File: config.mk
export PLATFORM = sky130hd
export DESIGN_NAME = vga_sync_gen
export DESIGN_NICKNAME = d
export VERILOG_FILES = /design/src/rtl/vga_timing_pkg.sv /design/src/rtl/pix_tick_gen.sv /design/src/rtl/vga_sync_gen.sv
export SDC_FILE = /design/constraint.sdc
export NUM_CORES = 1
export LEC_CHECK = 0
export BUFFER_PORTS_ARGS = -buffer_cell sky130_fd_sc_hd__buf_2
export CAP_MARGIN = 10
export CELL_PAD_IN_SITES_DETAIL_PLACEMENT = 1
export CELL_PAD_IN_SITES_GLOBAL_PLACEMENT = 2
export CORE_UTILIZATION = 35
export CTS_CLUSTER_SIZE = 24
export DETAILED_ROUTE_END_ITERATION = 10
export PLACE_DENSITY_LB_ADDON = 0.1
export SYNTH_ARGS = -nofsm -noshare
export SYNTH_HDL_FRONTEND = slang
export SYNTH_SLANG_ARGS = --single-unit
File: constraint.sdc
create_clock -name clk -period 2.9 [get_ports clk]
set_input_delay 0.58 -clock clk [delete_from_list [all_inputs] [get_ports clk]]
set_output_delay 0.58 -clock clk [all_outputs]
set_load 0.02 [all_outputs]
File: src/rtl/vga_timing_pkg.sv
// Shared VGA 640x480@60Hz timing constants.
// Consumers (cell generator, renderers, sync generator) import these so that
// every block agrees on the raster geometry.
package vga_timing_pkg;

  localparam int unsigned CNT_W       = 10;
  localparam int unsigned MAX_CLK_DIV = 16;
  localparam int unsigned DEF_CLK_DIV = 4;

  localparam int unsigned H_ACTIVE = 640;
  localparam int unsigned H_FP     = 16;
  localparam int unsigned H_SYNC   = 96;
  localparam int unsigned H_BP     = 48;
  localparam int unsigned V_ACTIVE = 480;
  localparam int unsigned V_FP     = 10;
  localparam int unsigned V_SYNC   = 2;
  localparam int unsigned V_BP     = 33;

  localparam int unsigned H_TOTAL  = H_ACTIVE + H_FP + H_SYNC + H_BP;
  localparam int unsigned V_TOTAL  = V_ACTIVE + V_FP + V_SYNC + V_BP;
  localparam int unsigned HS_START = H_ACTIVE + H_FP;
  localparam int unsigned HS_END   = HS_START + H_SYNC - 1;
  localparam int unsigned VS_START = V_ACTIVE + V_FP;
  localparam int unsigned VS_END   = VS_START + V_SYNC - 1;

  // Pixel coordinate pair as seen by downstream consumers.
  typedef struct packed {
    logic [CNT_W-1:0] x;
    logic [CNT_W-1:0] y;
  } coord_t;

endpackage

File: src/rtl/pix_tick_gen.sv
// Pixel-rate enable generator.
// Ports: clk, reset (sync, active-high); pix_tick is high for one clk out of
// every CLK_DIV, and it is registered so it is 0 during reset.
module pix_tick_gen
  import vga_timing_pkg::*;
#(
  parameter int unsigned CLK_DIV = DEF_CLK_DIV
) (
  input  logic clk,
  input  logic reset,
  output logic pix_tick
);

  localparam int unsigned DIV_W = (CLK_DIV > 1) ? $clog2(CLK_DIV) : 1;
  localparam logic [DIV_W-1:0] DIV_LAST = DIV_W'(CLK_DIV - 1);

  if (CLK_DIV < 1 || CLK_DIV > MAX_CLK_DIV) begin : g_bad_div
    $error("pix_tick_gen: CLK_DIV out of range 1..16");
  end

  logic [DIV_W-1:0] div_cnt;
  logic [DIV_W-1:0] div_nxt;

  // Wrapping phase counter.
  always_comb begin
    div_nxt = div_cnt + DIV_W'(1);
    if (div_cnt == DIV_LAST) div_nxt = '0;
  end

  // pix_tick is loaded from the next phase so it is high while div_cnt==CLK_DIV-1.
  always_ff @(posedge clk) begin
    if (reset) begin
      div_cnt  <= '0;
      pix_tick <= 1'b0;
    end else begin
      div_cnt  <= div_nxt;
      pix_tick <= (div_nxt == DIV_LAST);
    end
  end

endmodule

File: src/rtl/vga_sync_gen.sv
// VGA raster timing source: pixel/line counters plus registered decode.
// Ports: clk, reset (sync, active-high); xcount/ycount coordinates;
// indisplay, hsync, vsync, pix_tick, line_start, frame_start.
// All decoded outputs are loaded from the next counter values so they change
// on the same edge as the coordinates.
module vga_sync_gen #(
  parameter int unsigned CLK_DIV  = vga_timing_pkg::DEF_CLK_DIV,
  parameter int unsigned H_ACTIVE = vga_timing_pkg::H_ACTIVE,
  parameter int unsigned H_FP     = vga_timing_pkg::H_FP,
  parameter int unsigned H_SYNC   = vga_timing_pkg::H_SYNC,
  parameter int unsigned H_BP     = vga_timing_pkg::H_BP,
  parameter int unsigned V_ACTIVE = vga_timing_pkg::V_ACTIVE,
  parameter int unsigned V_FP     = vga_timing_pkg::V_FP,
  parameter int unsigned V_SYNC   = vga_timing_pkg::V_SYNC,
  parameter int unsigned V_BP     = vga_timing_pkg::V_BP,
  parameter logic        SYNC_POL = 1'b0
) (
  input  logic       clk,
  input  logic       reset,
  output logic [9:0] xcount,
  output logic [9:0] ycount,
  output logic       indisplay,
  output logic       hsync,
  output logic       vsync,
  output logic       pix_tick,
  output logic       line_start,
  output logic       frame_start
);

  localparam int unsigned CW       = vga_timing_pkg::CNT_W;
  localparam int unsigned H_TOT    = H_ACTIVE + H_FP + H_SYNC + H_BP;
  localparam int unsigned V_TOT    = V_ACTIVE + V_FP + V_SYNC + V_BP;
  localparam int unsigned HS_FIRST = H_ACTIVE + H_FP;
  localparam int unsigned HS_LAST  = HS_FIRST + H_SYNC - 1;
  localparam int unsigned VS_FIRST = V_ACTIVE + V_FP;
  localparam int unsigned VS_LAST  = VS_FIRST + V_SYNC - 1;

  if (H_TOT > 1024 || V_TOT > 1024) begin : g_bad_total
    $error("vga_sync_gen: H_TOTAL/V_TOTAL exceed 10-bit counters");
  end

  pix_tick_gen #(
    .CLK_DIV (CLK_DIV)
  ) u_pix_tick_gen (
    .clk      (clk),
    .reset    (reset),
    .pix_tick (pix_tick)
  );

  logic [CW-1:0] x_nxt;
  logic [CW-1:0] y_nxt;
  logic          x_wrap;
  logic          y_wrap;

  // Next coordinates; advance only on a pixel tick.
  always_comb begin
    x_nxt  = xcount;
    y_nxt  = ycount;
    x_wrap = (xcount == CW'(H_TOT - 1));
    y_wrap = (ycount == CW'(V_TOT - 1));
    if (pix_tick) begin
      if (x_wrap) begin
        x_nxt = '0;
        y_nxt = y_wrap ? '0 : ycount + CW'(1);
      end else begin
        x_nxt = xcount + CW'(1);
      end
    end
  end

  // Coordinates and decode registered together: zero skew between them.
  always_ff @(posedge clk) begin
    if (reset) begin
      xcount      <= '0;
      ycount      <= '0;
      indisplay   <= 1'b0;
      hsync       <= ~SYNC_POL;
      vsync       <= ~SYNC_POL;
      line_start  <= 1'b0;
      frame_start <= 1'b0;
    end else begin
      xcount      <= x_nxt;
      ycount      <= y_nxt;
      indisplay   <= (x_nxt < CW'(H_ACTIVE)) && (y_nxt < CW'(V_ACTIVE));
      hsync       <= ((x_nxt >= CW'(HS_FIRST)) && (x_nxt <= CW'(HS_LAST))) ? SYNC_POL : ~SYNC_POL;
      vsync       <= ((y_nxt >= CW'(VS_FIRST)) && (y_nxt <= CW'(VS_LAST))) ? SYNC_POL : ~SYNC_POL;
      line_start  <= pix_tick && x_wrap;
      frame_start <= pix_tick && x_wrap && y_wrap;
    end
  end

endmodule

==> flow_summary.ini <==
[logic_synthesis]
ys_seq_area_share_pct = 37.4
synth_edf_count = 0
syn_avg_cell_area_sq_um = 8.61
synth-seq-cells = 28
synth_fp_nets = 181
async_reset_ff_share_pct = 0
synth.distinct_cells = 47
dominantRegCellSynth = dfxtp_1
synthCells = 174
syn_area_sq_mm = 0.00150
synth_warnings = 0

[critical_path]
r2r-end = indisplay
worstRegToRegCells = 8
crit_chain = ha_1 > and4_1 > nand3_1 > buf_4 > a21oi_1 > a2bb2oi_1 > nor4_2 > a2111oi_2
max_stage_delay_ns = 0.42
critPathKind = flop to flop
required_ns = 3.08
worst_path_max_delay_cell = and4_1
reg2reg_slack_ns = 0.65
rr_startpoint = xcount[0]
cpLargestDelayFamily = compound AO/OA/AOI/OAI gates
path_buf_inv = 1
worstSetupStartpointType = flop
crit_fanout = 16
critPathCaptureType = flop
crit_arrival_ns = 2.42

[global_route]
grt_max_degree = 26
gr-total-overflow = 0
grt_usage_pct = 17.5
grt_pass1_vias = 1264
antenna_found_initial = 0
grt_pass1_wl_mm = 6.01

[clock_network]
cts.sinks = 28
clockBufferDepth = 2
h-tree-depth = 1
post-cts-setup-buffers = 0
root_buffer = clkbuf_8
clk-insertion-delay-late_ns = 0.27
cts.repair.resized = 0
cts_tree = done
cts.clk_slew.worst_paths_ns = 0.09
numCtsBuffers = 3
holdBufCountCts = 0

[placement]
place_inst = 245
io_buffers = 27
place_area_sq_mm = 0.00167
post-place-ws_ns = 0.670
gp_congestion = 0.741
post-dp-hpwl_mm = 2.63

[die]
num_rows = 23
dieHeight_microns = 67.4
die_width_microns = 67.4
initial_core_util_pct = 36.9
die_area_sq_mm = 0.00455
num_io_pins = 28
core-area_sq_mm = 0.00406

[hold_path]
min_path_cells = 1
hold_class = flop to flop
min_from = u_pix_tick_gen.div_cnt[0]
holdPathEnd = u_pix_tick_gen.div_cnt[0]

[layout]
area_growth_pct = 14.9
design_area_sq_mm = 0.00172
stdcell_count = 249
register_area_sq_um = 561
n_antenna_cell = 0
layout.nets = 207
multi_input_area_sq_um = 883
finalCoreUtilization_pct = 42.5
drive_above_1_share_pct = 21.6
nFillCells = 518

[run_status]
status = finished clean

[power_and_ir_drop]
p_leak_nw = 0.711
p_per_area_mw_per_mm2 = 380
ir_worst_vdd_mv = 0.267
finalPower_uw = 655

[drt]
drt-pass1-iter-count = 4
ant_nets = 0
vias = 1338
wl_per_cell_microns = 14.3
drc_errors = 0
routed_wl_mm = 3.56
first_iter_violations = 42
vias_per_cell = 5.37

[timing]
finalCriticalPeriod_ns = 2.25
fmax_mhz = 445
slew_headroom_pct = 58.3
setup_ws_ns = 0.655
maxSlewViolCount = 0
rsz0062_at_grt = false
fin_hold_ws_ns = 0.463
min_period_over_period_pct = 77.4
tightest_slew_ns = 0.624
finalHoldViolations = 0
finalSetupTns_ns = 0
finalSetupViolations = 0
finClkSkew_ns = 0.00178

[job]
maxCapViolCount = 0
-- worst register-to-register path: stages, from the launching register on --
cell	delay, ns
dfxtp_1	0.40
ha_1	0.22
and4_1	0.42
nand3_1	0.11
buf_4	0.21
a21oi_1	0.16
a2bb2oi_1	0.24
nor4_2	0.08
a2111oi_2	0.31
-- area by class of cell --
cell class | count | share of cell area (%)
multi-input combinational | 134 | 51.3
sequential | 28 | 32.5
tap | 50 | 3.63
timing repair buffer | 28 | 8.28
clock buffer | 4 | 3.20
inverter | 5 | 1.09
-- power by group --
group          total, mW  switching, mW  internal [mW]
logic             0.0220         0.0137        0.00828
registers          0.396        0.00540          0.390
clock network      0.237          0.116          0.122
-- cell usage after synthesis, types with 2 or more instances --
master | count | share of area [%]
dfxtp_1 | 28 | 37
nor2_1 | 23 | 5.8
nand2_1 | 15 | 3.8
a21oi_1 | 10 | 3.3
nand3_1 | 8 | 2.7
nor3_1 | 8 | 2.7
and3_1 | 6 | 2.5
o21ai_0 | 6 | 2.0
xnor2_1 | 6 | 3.5
ha_1 | 5 | 4.2
inv_1 | 5 | 1.3
xor2_1 | 5 | 2.9
clkbuf_1 | 4 | 1.0
nand2b_1 | 3 | 1.3
a22oi_1 | 2 | 1.0
and4_1 | 2 | 1.2
mux2i_1 | 2 | 1.3
nand4_1 | 2 | 0.83
nor2b_1 | 2 | 0.83
nor4_1 | 2 | 0.83
nor4_4 | 2 | 2.8
o22ai_1 | 2 | 0.83
or4_1 | 2 | 1.0
-- cell usage in the layout (no fill, tap or decap), types with 2 or more instances in the layout --
| cell | synthesis | routed |
|---|---|---|
| ha_1 | 5 | 5 |
| mux2i_1 | 2 | 2 |
| inv_1 | 5 | 5 |
| nand2b_1 | 3 | 3 |
| or4_1 | 2 | 2 |
| xnor2_1 | 6 | 6 |
| nand2_1 | 15 | 15 |
| xor2_1 | 5 | 5 |
| nor3_1 | 8 | 8 |
| and4_1 | 2 | 2 |
| o22ai_1 | 2 | 2 |
| dfxtp_1 | 28 | 28 |
| clkbuf_8 | 0 | 4 |
| nand3_1 | 8 | 8 |
| a22oi_1 | 2 | 2 |
| nor2_1 | 23 | 23 |
| o21ai_0 | 6 | 6 |
| buf_2 | 1 | 27 |
| nand4_1 | 2 | 2 |
| nor2b_1 | 2 | 2 |
| a21oi_1 | 10 | 10 |
| nor4_1 | 2 | 2 |
| nor4_4 | 2 | 2 |
| and3_1 | 6 | 6 |
-- flip-flops by register name (all words and copies together) (netlist names) --
name / cells
frame_start: 1
hsync: 1
indisplay: 1
line_start: 1
u_pix_tick_gen.div_cnt: 2
u_pix_tick_gen.pix_tick: 1
vsync: 1
xcount: 10
ycount: 10
-- logic make-up (layout without fill, tap and decap cells) --
| family | after synthesis | in the layout | synth area share (%) |
|---|---|---|---|
| AND/OR/NAND/NOR | 86 | 86 | 33.2 |
| AO/OA/AOI/OAI | 28 | 28 | 11.9 |
| flip-flops | 28 | 28 | 37.4 |
| XOR/XNOR | 12 | 12 | 7.51 |
| buffers and inverters | 12 | 37 | 3.67 |
| adder cells (fa/ha/maj) | 5 | 5 | 4.17 |
| multiplexers | 3 | 3 | 2.09 |
-- worst max path at each step --
stage	from	end	slack, ns	cells past startpoint
after floorplan	xcount[0]	indisplay	0.78	8
after global placement	xcount[0]	ycount[3]	0.76	6
after detailed placement	xcount[0]	indisplay	0.67	7
after CTS	xcount[0]	indisplay	0.61	8
after global routing	xcount[0]	indisplay	0.49	8
final	xcount[0]	indisplay	0.65	8
-- per-layer routing --
metal	share of wire, %	wire length (microns)	up-vias	GRT usage, %
met3	3.4	121	2	4.39
li1	-	-	669	-
met2	46	1650	23	27.8
met5	0	0	-	0
met1	50	1780	644	23.6
met4	0.28	10	0	3.72
Power figures use the tool's default switching activity.
